--- config.mk ---
export PLATFORM = sky130hd
export DESIGN_NAME = powlib_streamarb
export DESIGN_NICKNAME = d
export VERILOG_FILES = /design/src/rtl/powlib_streamarb_pkg.sv /design/src/rtl/powlib_rrpick.sv /design/src/rtl/powlib_streamarb.sv
export SDC_FILE = /design/constraint.sdc
export NUM_CORES = 1
export LEC_CHECK = 0
export BUFFER_PORTS_ARGS = -buffer_cell sky130_fd_sc_hd__buf_2
export CORE_ASPECT_RATIO = 1.4
export CORE_MARGIN = 1.5
export CORE_UTILIZATION = 35
export CTS_BUF_LIST = sky130_fd_sc_hd__clkbuf_16
export CTS_CLUSTER_DIAMETER = 50
export CTS_CLUSTER_SIZE = 28
export DETAILED_ROUTE_END_ITERATION = 10
export GPL_ROUTABILITY_DRIVEN = 0
export PLACE_DENSITY = 0.77
export SYNTH_ARGS = -nofsm -noshare
export SYNTH_HDL_FRONTEND = slang
export SYNTH_SLANG_ARGS = --single-unit
--- constraint.sdc ---
create_clock -name clk -period 4.3 [get_ports clk]
set_clock_uncertainty 0.1 [all_clocks]
set_input_delay 0.645 -clock clk [delete_from_list [all_inputs] [get_ports clk]]
set_output_delay 0.645 -clock clk [all_outputs]
set_load 0.1 [all_outputs]
--- src/rtl/powlib_streamarb_pkg.sv ---
// powlib_streamarb_pkg
//   Shared definitions for the stream arbiter and its round-robin picker:
//   arbiter state encoding and the ceiling-log2 helper used to size the
//   pointer and index fields.
package powlib_streamarb_pkg;

  typedef enum logic {
    IDLE = 1'b0,
    LOCK = 1'b1
  } arb_state_t;

  // Ceiling log2, never less than 1 so a 1-bit field always exists.
  function automatic int powlib_clogb2(input int value);
    int r;
    r = 0;
    for (int k = 0; k < 32; k++) begin
      if ((1 << r) < value) begin
        r = r + 1;
      end else begin
        r = r;
      end
    end
    if (r < 1) begin
      r = 1;
    end else begin
      r = r;
    end
    return r;
  endfunction

endpackage

--- src/rtl/powlib_rrpick.sv ---
// powlib_rrpick
//   Combinational rotating priority encoder. Scans req starting at ptr,
//   wrapping from N-1 to 0, and reports the first set bit.
//   Ports:
//     req     in  N   request vector
//     ptr     in  PW  index with highest priority (must be < N)
//     gntvld  out 1   some request is set
//     gntidx  out PW  index of the selected request
module powlib_rrpick #(
  parameter int N  = 4,
  parameter int PW = 2
) (
  input  logic [N-1:0]  req,
  input  logic [PW-1:0] ptr,
  output logic          gntvld,
  output logic [PW-1:0] gntidx
);

  logic [PW:0] cand_s;

  // Walk the candidates in rotated order; first valid one wins.
  always_comb begin
    gntvld = 1'b0;
    gntidx = {PW{1'b0}};
    cand_s = {(PW+1){1'b0}};
    for (int k = 0; k < N; k++) begin
      // One extra bit so ptr+k cannot overflow before the modulo.
      cand_s = {1'b0, ptr} + (PW+1)'(k);
      if (cand_s >= (PW+1)'(N)) begin
        cand_s = cand_s - (PW+1)'(N);
      end else begin
        cand_s = cand_s;
      end
      if (!gntvld && req[cand_s[PW-1:0]]) begin
        gntvld = 1'b1;
        gntidx = cand_s[PW-1:0];
      end else begin
        gntvld = gntvld;
      end
    end
  end

endmodule

--- src/rtl/powlib_streamarb.sv ---
// powlib_streamarb
//   N-input round-robin arbiter sharing one valid/ready sink. With EBURST=1
//   the grant is held from the first beat of a burst through its last beat.
//   A one-entry registered output stage carries data, last and source index.
//   Ports:
//     clk      in  1          clock
//     rst      in  1          asynchronous active-low reset
//     reqdata  in  N*W        requester data, requester i at [i*W +: W]
//     reqlast  in  N          last-beat flag per requester
//     reqvld   in  N          requester valid
//     reqrdy   out N          requester ready (one-hot or zero)
//     outdata  out W          registered output data
//     outlast  out 1          registered last flag
//     outidx   out clog2(N)   source index of the output beat
//     outvld   out 1          output valid
//     outrdy   in  1          output ready
module powlib_streamarb
  import powlib_streamarb_pkg::*;
#(
  parameter int    N      = 4,
  parameter int    W      = 16,
  parameter int    EBURST = 1,
  parameter int    EDBG   = 0,
  parameter string ID     = "STREAMARB",
  localparam int   PW     = powlib_clogb2(N)
) (
  input  logic           clk,
  input  logic           rst,
  input  logic [N*W-1:0] reqdata,
  input  logic [N-1:0]   reqlast,
  input  logic [N-1:0]   reqvld,
  output logic [N-1:0]   reqrdy,
  output logic [W-1:0]   outdata,
  output logic           outlast,
  output logic [PW-1:0]  outidx,
  output logic           outvld,
  input  logic           outrdy
);

  if (EDBG != 0 && N < 2) begin : g_badn
    $fatal(1, "%s: N must be at least 2", ID);
  end

  arb_state_t    state_r, state_nx_s;
  logic [PW-1:0] ptr_r, ptr_nx_s;
  logic [PW-1:0] lockidx_r, lockidx_nx_s;
  logic          pickvld_s;
  logic [PW-1:0] pickidx_s;
  logic          gntvld_s;
  logic [PW-1:0] gnt_s;
  logic          srdy_s;
  logic          xfer_s;

  // Advance an index by one, wrapping at N (N need not be a power of two).
  function automatic logic [PW-1:0] ptr_inc(input logic [PW-1:0] v);
    logic [PW:0] s;
    s = {1'b0, v} + {{PW{1'b0}}, 1'b1};
    if (s >= (PW+1)'(N)) begin
      s = {(PW+1){1'b0}};
    end else begin
      s = s;
    end
    return s[PW-1:0];
  endfunction

  powlib_rrpick #(.N(N), .PW(PW)) u_pick (
    .req    (reqvld),
    .ptr    (ptr_r),
    .gntvld (pickvld_s),
    .gntidx (pickidx_s)
  );

  assign srdy_s = !outvld || outrdy;

  // Grant source: rotating pick when idle, held index while locked.
  always_comb begin
    gnt_s    = pickidx_s;
    gntvld_s = pickvld_s;
    if (state_r == LOCK) begin
      gnt_s    = lockidx_r;
      gntvld_s = 1'b1;
    end else begin
      gnt_s    = pickidx_s;
      gntvld_s = pickvld_s;
    end
  end

  // One-hot ready toward the granted requester; silenced during reset.
  always_comb begin
    reqrdy = {N{1'b0}};
    if (rst && gntvld_s) begin
      reqrdy[gnt_s] = srdy_s;
    end else begin
      reqrdy = {N{1'b0}};
    end
  end

  assign xfer_s = gntvld_s && reqvld[gnt_s] && reqrdy[gnt_s];

  // Arbiter next state: pointer moves past the winner when a burst ends.
  always_comb begin
    state_nx_s   = state_r;
    ptr_nx_s     = ptr_r;
    lockidx_nx_s = lockidx_r;
    case (state_r)
      IDLE: begin
        if (xfer_s && (reqlast[gnt_s] || EBURST == 0)) begin
          ptr_nx_s = ptr_inc(gnt_s);
        end else if (xfer_s) begin
          lockidx_nx_s = gnt_s;
          state_nx_s   = LOCK;
        end else begin
          state_nx_s = IDLE;
        end
      end
      LOCK: begin
        if (xfer_s && reqlast[lockidx_r]) begin
          ptr_nx_s   = ptr_inc(lockidx_r);
          state_nx_s = IDLE;
        end else begin
          state_nx_s = LOCK;
        end
      end
      default: begin
        state_nx_s = IDLE;
      end
    endcase
  end

  // Arbiter state registers.
  always_ff @(posedge clk or negedge rst) begin
    if (!rst) begin
      state_r   <= IDLE;
      ptr_r     <= {PW{1'b0}};
      lockidx_r <= {PW{1'b0}};
    end else begin
      state_r   <= state_nx_s;
      ptr_r     <= ptr_nx_s;
      lockidx_r <= lockidx_nx_s;
    end
  end

  // Output stage: load on transfer, drain on outrdy, otherwise hold.
  always_ff @(posedge clk or negedge rst) begin
    if (!rst) begin
      outvld  <= 1'b0;
      outdata <= {W{1'b0}};
      outlast <= 1'b0;
      outidx  <= {PW{1'b0}};
    end else if (xfer_s) begin
      outvld  <= 1'b1;
      outdata <= reqdata[gnt_s*W +: W];
      outlast <= reqlast[gnt_s];
      outidx  <= gnt_s;
    end else if (outrdy) begin
      outvld  <= 1'b0;
    end else begin
      outvld  <= outvld;
    end
  end

endmodule

### Word-level counts from Yosys, hierarchy flattened

Cells that the tools add are included.

| storage, ports and cells | value |
|---|---|
| register bits after elaboration | 25 |
| input port bits | 75 |
| output and inout bits | 24 |
| logic and storage cells | 96 |

| operators by class | value |
|---|---|
| add/sub/neg operators | 9 |
| order comparisons | 13 |
| eq/ne operators | 2 |
| shift operators | 1 |
| mux-type cells | 44 |
| bitwise logic cells | 3 |
| reduce and logical (&&, ||, !) cells | 17 |

Operators with widths:

| cell | count |
|---|---|
| $shiftx 64x7->16 | 1 |
| $mux 2 | 13 |
| $mux 1 | 19 |
| $lt 2x3->1 const B | 6 |
| $bmux 1 s2 | 8 |
| $ge 3x3->1 const B | 5 |
| $add 2x1->3 const B | 3 |
| $logic_and 1x1->1 | 9 |
| $sub 2x1->2 const B | 4 |
| $add 2x2->3 const B | 2 |
| $and 4x4->4 | 1 |
| $logic_not 1->1 | 4 |
| $mux 4 | 1 |
| $pmux 2 s2 | 1 |
| $ge 2x3->1 const B | 1 |
| $reduce_and 3->1 | 1 |
| $demux 1 s2 | 1 |
| $ge 2x1->1 const B | 1 |
| $ne 2x1->1 const B | 1 |
| $ne 2x2->1 const B | 1 |
| $not 1->1 | 2 |
| $pmux 1 s2 | 1 |
| $reduce_and 2->1 | 1 |
| $reduce_bool 2->1 | 1 |
| $logic_or 1x1->1 | 1 |

### Logic depth before layout (Yosys ltp)

Gate-level depths: netlist (run 1).

| depth | value |
|---|---|
| word-level depth | 27 |
| mapped depth | 15 |
| gate-level depth less buffers | 10 |

### Modules after synthesis

A second synthesis (run 1) with hierarchy kept.

| second synthesis, totals | value |
|---|---|
| cell total of the unflattened synthesis | 252 |
| area, all modules | 1780.5 sq um |

By module, submodules not included:

| module | instances | cells each | area an instance (sq um) | seq. area each (sq um) |
|---|---|---|---|---|
| powlib_streamarb | 1 | 237 | 1702.9 | 625.6 |
| powlib_rrpick | 1 | 15 | 77.6 | 0.0 |

### Least setup slack after synthesis (run 1)

No wires, ideal clock.

| timing | value |
|---|---|
| kind | input -> output |
| start point | input reqvld[2] |
| end point | output reqrdy[1] |
| arrival | 3718 ps |
| data required time | 3555 ps |
| setup slack | -163 ps |
| cell stages on the path | 5 |
| path buffers | 2 |
| path through | o221a_2 a31o_2 buf_1 clkbuf_1 nor3_1 |

| on the way | value |
|---|---|
| word-level cells in the longest chain between the ends | 19 |
| elaborated cells between the ends (all ways) | 32 |
| those cells by class | 2 x order compare; 21 x mux; 1 x bitwise; 8 x reduce/logical |

Ends and longest elaborated chain:

| what | RTL line | text |
|---|---|---|
| start: declaration | powlib_streamarb.sv:31 | `input logic [N-1:0] reqvld,` |
| $bmux 1 s2 | powlib_rrpick.sv:34 | `if (!gntvld && req[cand_s[PW-1:0]]) begin` |
| $mux 1 (implied by the code) | powlib_rrpick.sv:34 |  |
| $mux 1 | powlib_rrpick.sv:34 |  |
| $logic_not 1->1 | powlib_rrpick.sv:34 |  |
| $logic_and 1x1->1 | powlib_rrpick.sv:34 |  |
| $mux 1 | powlib_rrpick.sv:34 |  |
| $logic_not 1->1 | powlib_rrpick.sv:34 |  |
| $logic_and 1x1->1 | powlib_rrpick.sv:34 |  |
| [... 3 more ...] | -- |  |
| $mux 2 | powlib_rrpick.sv:34 |  |
| $mux 2 | powlib_streamarb.sv:79 | `if (state_r == LOCK) begin` |
| $lt 2x3->1 (implied by the code) / $ge 2x1->1 (equally long branches) | powlib_streamarb.sv:92 | `reqrdy[gnt_s] = srdy_s;` |
| $logic_and 1x1->1 (implied by the code) | powlib_streamarb.sv:92 |  |
| $mux 1 (implied by the code) | powlib_streamarb.sv:92 |  |
| $demux 1 s2 | powlib_streamarb.sv:92 |  |
| $and 4x4->4 (no line) | -- |  |
| $mux 4 * | powlib_streamarb.sv:91 | `if (rst && gntvld_s) begin` |
| end: declaration | powlib_streamarb.sv:32 | `output logic [N-1:0] reqrdy,` |

Every way passes the cells marked *; elsewhere a longest branch is shown, timed or not. The select of a mux whose other input is x is not followed.

### Final worst setup path (run 1)

| timing | value |
|---|---|
| start point | register ptr_r[1] |
| end point | output reqrdy[0] |

| on the way | value |
|---|---|
| word-level cells in the longest chain between the ends | 21 |
| elaborated cells between the ends (all ways) | 47 |
| those cells by class | 7 x add/sub; 6 x order compare; 25 x mux; 1 x bitwise; 8 x reduce/logical |

Ends and longest elaborated chain:

| what | RTL line | text |
|---|---|---|
| start: declaration | powlib_streamarb.sv:45 | `logic [PW-1:0] ptr_r, ptr_nx_s;` |
| start signal: assignment | powlib_streamarb.sv:134 | `ptr_r <= {PW{1'b0}};` |
| start signal: assignment | powlib_streamarb.sv:138 | `ptr_r <= ptr_nx_s;` |
| parallel branches: the longest is 20 deep, another holds $add 2x1->3 | -- |  |
| $mux 4 * | powlib_streamarb.sv:91 |  |

Every way passes the cells marked *. The select of a mux whose other input is x is not followed.

==> results.ini, run 1 <==
[synth]
synth-edff-count=0
synth_area_leader_cell=dfrtp_1
synth_flop_cell=dfrtp_1
syn-num-nets=276
yosys.area.top_type_share_pct=34.9
synthDistinctLibCells=41
yosys_warnings=0
synth-async-reset-ratio_pct=100
syn_area_mm2=0.00179
synthCells=200
ys_ff_latch=25
synthTopCellsByArea=dfrtp_1 (35%), mux2_2 (12%), nand2_1 (8.2%), a211oi_1 (7.1%), a31oi_1 (5.6%)
seq_area_frac_synth_pct=34.9
avgSynthCellArea_um2=8.95

[run_status]
status=finished, final reports clean

[grt]
grt_pass1_vias=1778
grt_max_degree=39
grt_pass1_wl_um=7860
track_usage_pct=17.1
overflow=0
antenna_found_initial=0

[clock_tree]
cts_buffer_depth=2
cts_htree_levels=1
cts_sinks=25
post-cts-setup-buffers=0
numCtsBuffers=3
path_clk_slew_ps=70
cts_hold_buffers=0
clock_tree.root_cell=clkbuf_16
insertion_delay_ps=250
ctsResizeCount=0
cts_tree=done

[critical_path]
cpMaxStageDelayCell=dfrtp_1
crit_buf_inv=2
worstPathCellList=mux2i_1, a222oi_1, mux2i_4, buf_4, nand2_1, nor2_1, buf_2
critPathMaxFanout=38
worstSetupEndpointType=output port
worstPathRequired_ps=3560
path_delay_family=buffers and inverters
cp.arrival_ps=2510
start_kind=flip-flop
critical-path-max-stage-delay_ps=480
path_class=flip-flop to output port

[flow_run]
maxCapViolCount=0

[sta]
finalMaxSlewViolations=0
setup_violations=0
max-slew-margin-rel_pct=61.3
hold_viol_final=0
fin_crit_ps=3260
rsz0062_at_grt=no
tightest_slew_ps=580
min_period_over_period_pct=75.8
fin_setup_tns_ps=0
fmax_mhz=307

[cells_and_area]
multi_input_area_mm2=0.00110
fill_cells=489
ff_latch_area_um2=626
antenna_cells=0
fin_nets=369
syn_to_final_growth_pct=35.4
layout-drive-gt1-share_pct=46.2

[die]
pin_count=99
die_w_um=63.5
num_rows=30
core-area_mm2=0.00488
die_h_um=87.6
start_util_pct=36.7
die-area_mm2=0.00556

[route]
routed_wl_um=4580
drc=0
firstDrtPassIters=4
vias=1859
avgRoutedWirePerCell_um=12.9
drt.antenna.violating_nets=0
avgViaCountPerCell=5.22
drtIter0Drc=83

[placed_design]
port-buffer-count=98
dp_hpwl_um=3570

[hold_path]
hold_class=input pin to async pin

-- cell families after synthesis --
family,Yosys count,share of synthesized area [%]
xor gates and xnor gates,1,0.489
DFF,25,34.9
and+or+nand+nor,77,20.9
buffers and inverters,19,4.54
AOI/OAI and AO/OA,51,21.4
muxes,26,17.1
adders and majority gates,1,0.699
-- layout make-up --
class	count	share of cell area, %
clock buffers	3	3.10
clock inverters	1	0.310
flip-flops and latches	25	25.8
repair buffers	102	21.5
multi-input cells	156	45.3
inverters	5	0.774
well taps	64	3.30
-- layer usage --
metal	vias up	track usage, %	routed length [µm]
met5	-	0	0
met4	0	4.55	48
met3	4	2.44	249
met2	65	32.8	2470
met1	875	19.8	1810
li1	915	-	-
-- layout by cell type, fill, tap and decap left out, types with 4 or more instances in the layout --
cell type  instances
and2_0             6
nand2_1           39
inv_1              4
mux2_2            19
a211oi_1          17
a21oi_1            4
buf_2             98
buf_4              4
a31oi_1           16
mux2i_1            4
dfrtp_1           25
nor2_1             5
and2_1            12
-- stage by stage --
stage | area, µm² | hold WS, ps | util, % | setup slack, ps | instances
after floorplan | 1800 | 249 | - | 637 | 200
after global placement | 2340 | 386 | 48.0 | 971 | 352
after detailed placement | 2340 | 391 | 48.0 | 890 | 352
after CTS | 2420 | 301 | 49.7 | 1030 | 356
after global routing | 2420 | 341 | 49.7 | 815 | 356
final | 2420 | 278 | 49.7 | 1040 | 356
-- flip-flops by register name, summed over array words and instances (netlist names) --
name	cells
outlast	1
outidx	2
lockidx_r	2
outdata	16
ptr_r	2
state_r	1
outvld	1
-- synthesized netlist by cell type, types with 2 or more instances --
library cell	count
a211oi_1	17
a21oi_1	4
a22oi_1	2
a31oi_1	16
and2_0	6
and2_1	12
and3_1	3
buf_2	5
clkbuf_1	7
dfrtp_1	25
inv_1	4
mux2_2	19
mux2i_1	4
nand2_1	39
nand2b_1	3
nand3_1	3
nor2_1	5
nor3_1	2
o21ai_0	2
-- final timing paths --
kind	startpoint	end	slack, ps	cells past startpoint
worst max-delay path	ptr_r[1]	reqrdy[0]	1040	7
worst min-delay path	rst	outdata[0]	280	1
worst max register to register	ptr_r[0]	lockidx_r[0]	1170	9
worst min register to register	outdata[13]	outdata[13]	410	1
max in group asynchronous	rst	outdata[13]	3430	1
min in group clk	outdata[13]	outdata[13]	410	1
Power of run 1 is left out: the tool's default activity adds up to more than one toggle a clock period on the data nets, which glitch-free logic cannot reach.
==> inputs of run 2 (changes only) <==
clock period = 3.2 ns   (was 4.3 ns; I/O delays follow)
==> run 2 against run 1 <==
Worst setup slack worse by 860 ps. Largest cell class unchanged. Sequential share of layout area down 1.1 points. Final area up 4.5%. Flip-flop and latch count unchanged. Die area unchanged. Utilization up 2.2 points. Cell count up 1.1%. Via count up 0.48%. Hold slack better by 120 ps. Global-route usage up 0.65 points. Clock-buffer cell count unchanged.
==> results.ini, run 2 (same netlist as run 1, synthesis figures left out) <==
[run_status]
status=finished, final reports clean

[die]
die-area_mm2=0.00556
pin_count=99
start_util_pct=36.7
die_w_um=63.5
die_h_um=87.6
num_rows=30
core-area_mm2=0.00488

[grt]
track_usage_pct=17.8
overflow=0
grt_max_degree=35
grt_pass1_vias=1804
antenna_found_initial=0
grt_pass1_wl_um=8040

[sta]
max-slew-margin-rel_pct=66.8
setup_violations=0
rsz0062_at_grt=no
hold_viol_final=0
fin_crit_ps=3020
fmax_mhz=331
min_period_over_period_pct=94.4
finalMaxSlewViolations=0
tightest_slew_ps=502

[hold_path]
hold_start=outidx[1]
min_to=outidx[1]
whs_path_depth=1
hold_class=flip-flop to flip-flop

[route]
vias=1868
avgRoutedWirePerCell_um=13.5
drtIter0Drc=51
drc=0
avgViaCountPerCell=5.19
routed_wl_um=4860
drt.antenna.violating_nets=0
firstDrtPassIters=4

[critical_path]
cpMaxStageDelayCell=dfrtp_1
cp.arrival_ps=2440
start_kind=flip-flop
r2r_cells=10
critPathMaxFanout=21
path_delay_family=buffers and inverters
reg2reg_to=lockidx_r[0]
worstSetupEndpointType=output port
path_class=flip-flop to output port
critical-path-max-stage-delay_ps=460
r2r-start=ptr_r[0]
worstPathCellList=nand2b_1, a222oi_1, mux2i_4, buf_6, buf_4, nor3_2, buf_4
crit_top_cell=buf_4
reg2reg_slack_ps=200
crit_buf_inv=3
worstPathRequired_ps=2620

[cells_and_area]
layout-drive-gt1-share_pct=47.6
fill_cells=471
fin_nets=373
stdcell_count=360
syn_to_final_growth_pct=41.5
ff_latch_area_um2=626
largest_reg_flops=16
multi_input_area_mm2=0.00112
mostFrequentLayoutCell=buf_2
final_cell_mix=buf_2 (94), nand2_1 (38), dfrtp_1 (25), mux2_2 (19), a211oi_1 (17)
largest-register=outdata
antenna_cells=0

[clock_tree]
cts_buffer_depth=2
path_clk_slew_ps=60
clock_tree.root_cell=clkbuf_16
cts_htree_levels=1
numCtsBuffers=3
post-cts-setup-buffers=0
cts_sinks=25
insertion_delay_ps=250
cts_tree=done

[placed_design]
dp_hpwl_um=3820
port-buffer-count=98
dp.cells=355

[flow_run]
maxCapViolCount=0

[run 2: how the worst max path moves through the flow]
stage | start | cells after the start | slack [ps] | endpoint
2_1_floorplan | ptr_r[1] | 7 | -90 | reqrdy[1]
3_3_place_gp | reqvld[3] | 10 | 170 | lockidx_r[0]
3_5_place_dp | reqvld[0] | 11 | 140 | lockidx_r[0]
4_1_cts | ptr_r[0] | 7 | 4 | reqrdy[1]
5_1_grt | ptr_r[0] | 11 | 40 | ptr_r[1]
6_report | ptr_r[0] | 7 | 180 | reqrdy[1]
[run 2: per-stage QoR]
stage	TNS (ps)	worst slack, ps	hold WS [ps]	instance area (µm²)	util (%)
6_report	0	179	401	2530	51.9
4_1_cts	0	3.98	404	2530	51.8
2_1_floorplan	-87.1	-87.1	84.4	1840	-
3_3_place_gp	0	172	272	2440	49.9
5_1_grt	0	42.7	423	2530	51.9
3_5_place_dp	0	143	268	2440	49.9
[run 2: routing by layer]
layer | vias up | wire [µm] | track usage (%)
met4 | 0 | 21 | 4.55
met3 | 4 | 243 | 2.83
met1 | 870 | 1980 | 20.5
met5 | - | 0 | 0
met2 | 65 | 2620 | 34.0
li1 | 929 | - | -
[run 2: what timing repair did]
item | 4_1_cts | 5_1_grt
setup endpoints to repair | 0 | 2
hold buffers | 1 | 0
gates resized for setup | 0 | 3
endpoints found under the hold margin | 10 | 0
[run 2: layout make-up]
type,instances,area share [%]
Timing Repair Buffer,106,23.9
Clock inverter,1,0.198
Inverter,5,0.840
Tap cell,64,3.16
Sequential cell,25,24.7
Multi-Input combinational cell,156,44.3
Clock buffer,3,2.96
Power of run 2 is left out for the same reason.
==> inputs of run 3 (changes only) <==
SYNTH_HIERARCHICAL = 1   (was default)
==> run 3 against run 2 <==
Clock-buffer cell count is the same. Hold slack lost 240 ps. Synthesized cell count grew 26%. Highest routed layer unchanged.
==> results.ini, run 3 <==
[hold_path]
hold_class=input pin to async pin

[clock_tree]
cts_htree_levels=1
cts_tree=done
clock_tree.root_cell=clkbuf_16
insertion_delay_ps=260
cts_sinks=25
cts_buffer_depth=2
post-cts-setup-buffers=0
numCtsBuffers=3
ctsResizeCount=0
path_clk_slew_ps=60
cts_hold_buffers=0

[cells_and_area]
syn_to_final_growth_pct=39.1
mostFrequentLayoutCell=nand2_1
layout-drive-gt1-share_pct=34.4
largest_reg_flops=16
antenna_cells=0
post-route-util_pct=50.8
fill_cells=509
final_cell_mix=nand2_1 (109), buf_2 (96), dfrtp_1 (25), o21ai_0 (23), nand3_1 (17)
fin_nets=429
stdcell_count=413
largest-register=outdata

[power]
power_density_mw_per_mm2=1250
total_power_uw=3110
pwr-share-comb_pct=72.6
power_frac_seq_pct=18.5
power.leakage_uw=0.00138
p_int_uw=1220
pwr-share-clk_pct=8.9
p_sw_uw=1890
vdd_drop_max_mv=0.426
swShare_pct=60.7

[synth]
synthTopCellsByCount=nand2_1 (109), dfrtp_1 (25), o21ai_0 (23)
yosysMostFrequentCell=nand2_1
synth_flop_cell=dfrtp_1
synthTopCellsByArea=dfrtp_1 (35%), nand2_1 (23%), o21ai_0 (6.5%), nand3_1 (4.8%), o21ai_1 (3.4%)
yosys_warnings=6
syn_area_mm2=0.00178
ys_ff_latch=25
seq_area_frac_synth_pct=35.1
synth_area_leader_cell=dfrtp_1
synthMuxAreaShare_pct=8.22
yosys.area_share.xor_xnor_pct=0.492
yosys.area_share.adder_pct=2.81
synth-simple-area-share_pct=32.6
synthDistinctLibCells=32
synthCells=252
syn-num-nets=331
synth-async-reset-ratio_pct=100
synth-compound-area-share_pct=14.7
yosys.area.top_type_share_pct=35.1
synth_top_family_by_area=simple AND/OR/NAND/NOR gates
avgSynthCellArea_um2=7.07
synth-edff-count=0

[route]
avgViaCountPerCell=4.77
drtIter0Drc=139
vias=1971
routed_wl_um=4780
drt.antenna.violating_nets=0
drc=0
avgRoutedWirePerCell_um=11.6
firstDrtPassIters=4

[sta]
fin_crit_ps=2960
tightest_slew_ps=507
rsz0062_at_grt=no
fin_ws_ps=236
fmax_mhz=337
min_period_over_period_pct=92.6
finalMaxSlewViolations=0
setup_violations=0
fin_setup_tns_ps=0
hold_viol_final=0
max-slew-margin-rel_pct=66.4

[critical_path]
start_kind=flip-flop
critPathMaxFanout=7
worstPathRequired_ps=2620
path_class=flip-flop to output port
cp.arrival_ps=2380
worstSetupEndpointType=output port

[run_status]
status=finished, final reports clean

[die]
core-area_mm2=0.00488
pin_count=99
die_w_um=63.3
num_rows=30
die-area_mm2=0.00553
die_h_um=87.4
start_util_pct=36.5

[grt]
grt_pass1_vias=1812
antenna_found_initial=0
grt_max_degree=26
track_usage_pct=17.6
overflow=0
grt_pass1_wl_um=7850

[placed_design]
port-buffer-count=98
dp_hpwl_um=3810
dpl_worst_slack_ps=75.0
dp.cells=409

[flow_run]
maxCapViolCount=0

## run 3: changes by cell type after synthesis, moves of 8 or more
cell      delta
a211oi_1    -17
nand2_1     +70
mux2_2      -18
and2_1       -8
nand3_1     +14
o21ai_0     +21
o21ai_1     +12
a31oi_1     -16
## run 3: critical path, stage by stage, from the launching register on
cell     delay, ps
dfrtp_1        410
inv_2           50
a221o_1        320
a21oi_1        300
mux2i_4        140
inv_2          170
ha_1           200
and2_1         120
buf_2          420
## run 3: routing by layer
| layer | global-route usage, % | up-vias | part of all wire (%) |
|---|---|---|---|
| li1 | - | 1017 | - |
| met1 | 20.0 | 878 | 42 |
| met2 | 33.7 | 70 | 51 |
| met3 | 3.36 | 6 | 5.6 |
| met4 | 4.55 | 0 | 1.2 |
| met5 | 0 | - | 0 |
## run 3: final cells by class
cell class / count / area, µm² / area share [%]
Multi-Input combinational cell: 203 / 1060 / 42.8
Sequential cell: 25 / 626 / 25.3
Timing Repair Buffer: 109 / 603 / 24.3
Tap cell: 64 / 80.1 / 3.23
Clock buffer: 3 / 75.1 / 3.03
Inverter: 8 / 30.0 / 1.21
Clock inverter: 1 / 3.75 / 0.152
## run 3: worst paths after layout
kind / from / end / slack (ps) / depth (start not counted)
max: ptr_r[0] / reqrdy[1] / 240 / 8
min: rst / outvld / 160 / 2
max reg2reg: ptr_r[0] / lockidx_r[1] / 290 / 11
min reg2reg: outdata[12] / outdata[12] / 380 / 2
max in group asynchronous: rst / outdata[15] / 2590 / 2
min in group clk: outdata[12] / outdata[12] / 380 / 2
## run 3: kinds of logic (layout without fill, tap and decap cells)
family                   count (synthesis)  in the layout
flip-flops                              25             25
adder cells (fa/ha/maj)                  4              4
multiplexers                            11             11
buffers and inverters                   24            121
XOR/XNOR                                 1              1
AO/OA/AOI/OAI                           46             46
AND/OR/NAND/NOR                        141            141
## run 3: power by group through the flow
stage / logic, µW / clock network [µW] / registers [µW]
final: 2250 / 277 / 574
after global routing: 2440 / 299 / 597
after CTS: 2280 / 283 / 576
after detailed placement: 2280 / 0 / 582
after global placement: 2240 / 0 / 577
after floorplan: 1000 / 0 / 1380
## run 3: through the flow
| stage | hold WS, ps | area, µm² |
|---|---|---|
| after floorplan | 84.4 | 1780 |
| after global routing | 198 | 2480 |
| after detailed placement | 366 | 2400 |
| after CTS | 173 | 2480 |
| final | 161 | 2480 |
| after global placement | 359 | 2400 |
(Power assumes the default switching activity.)
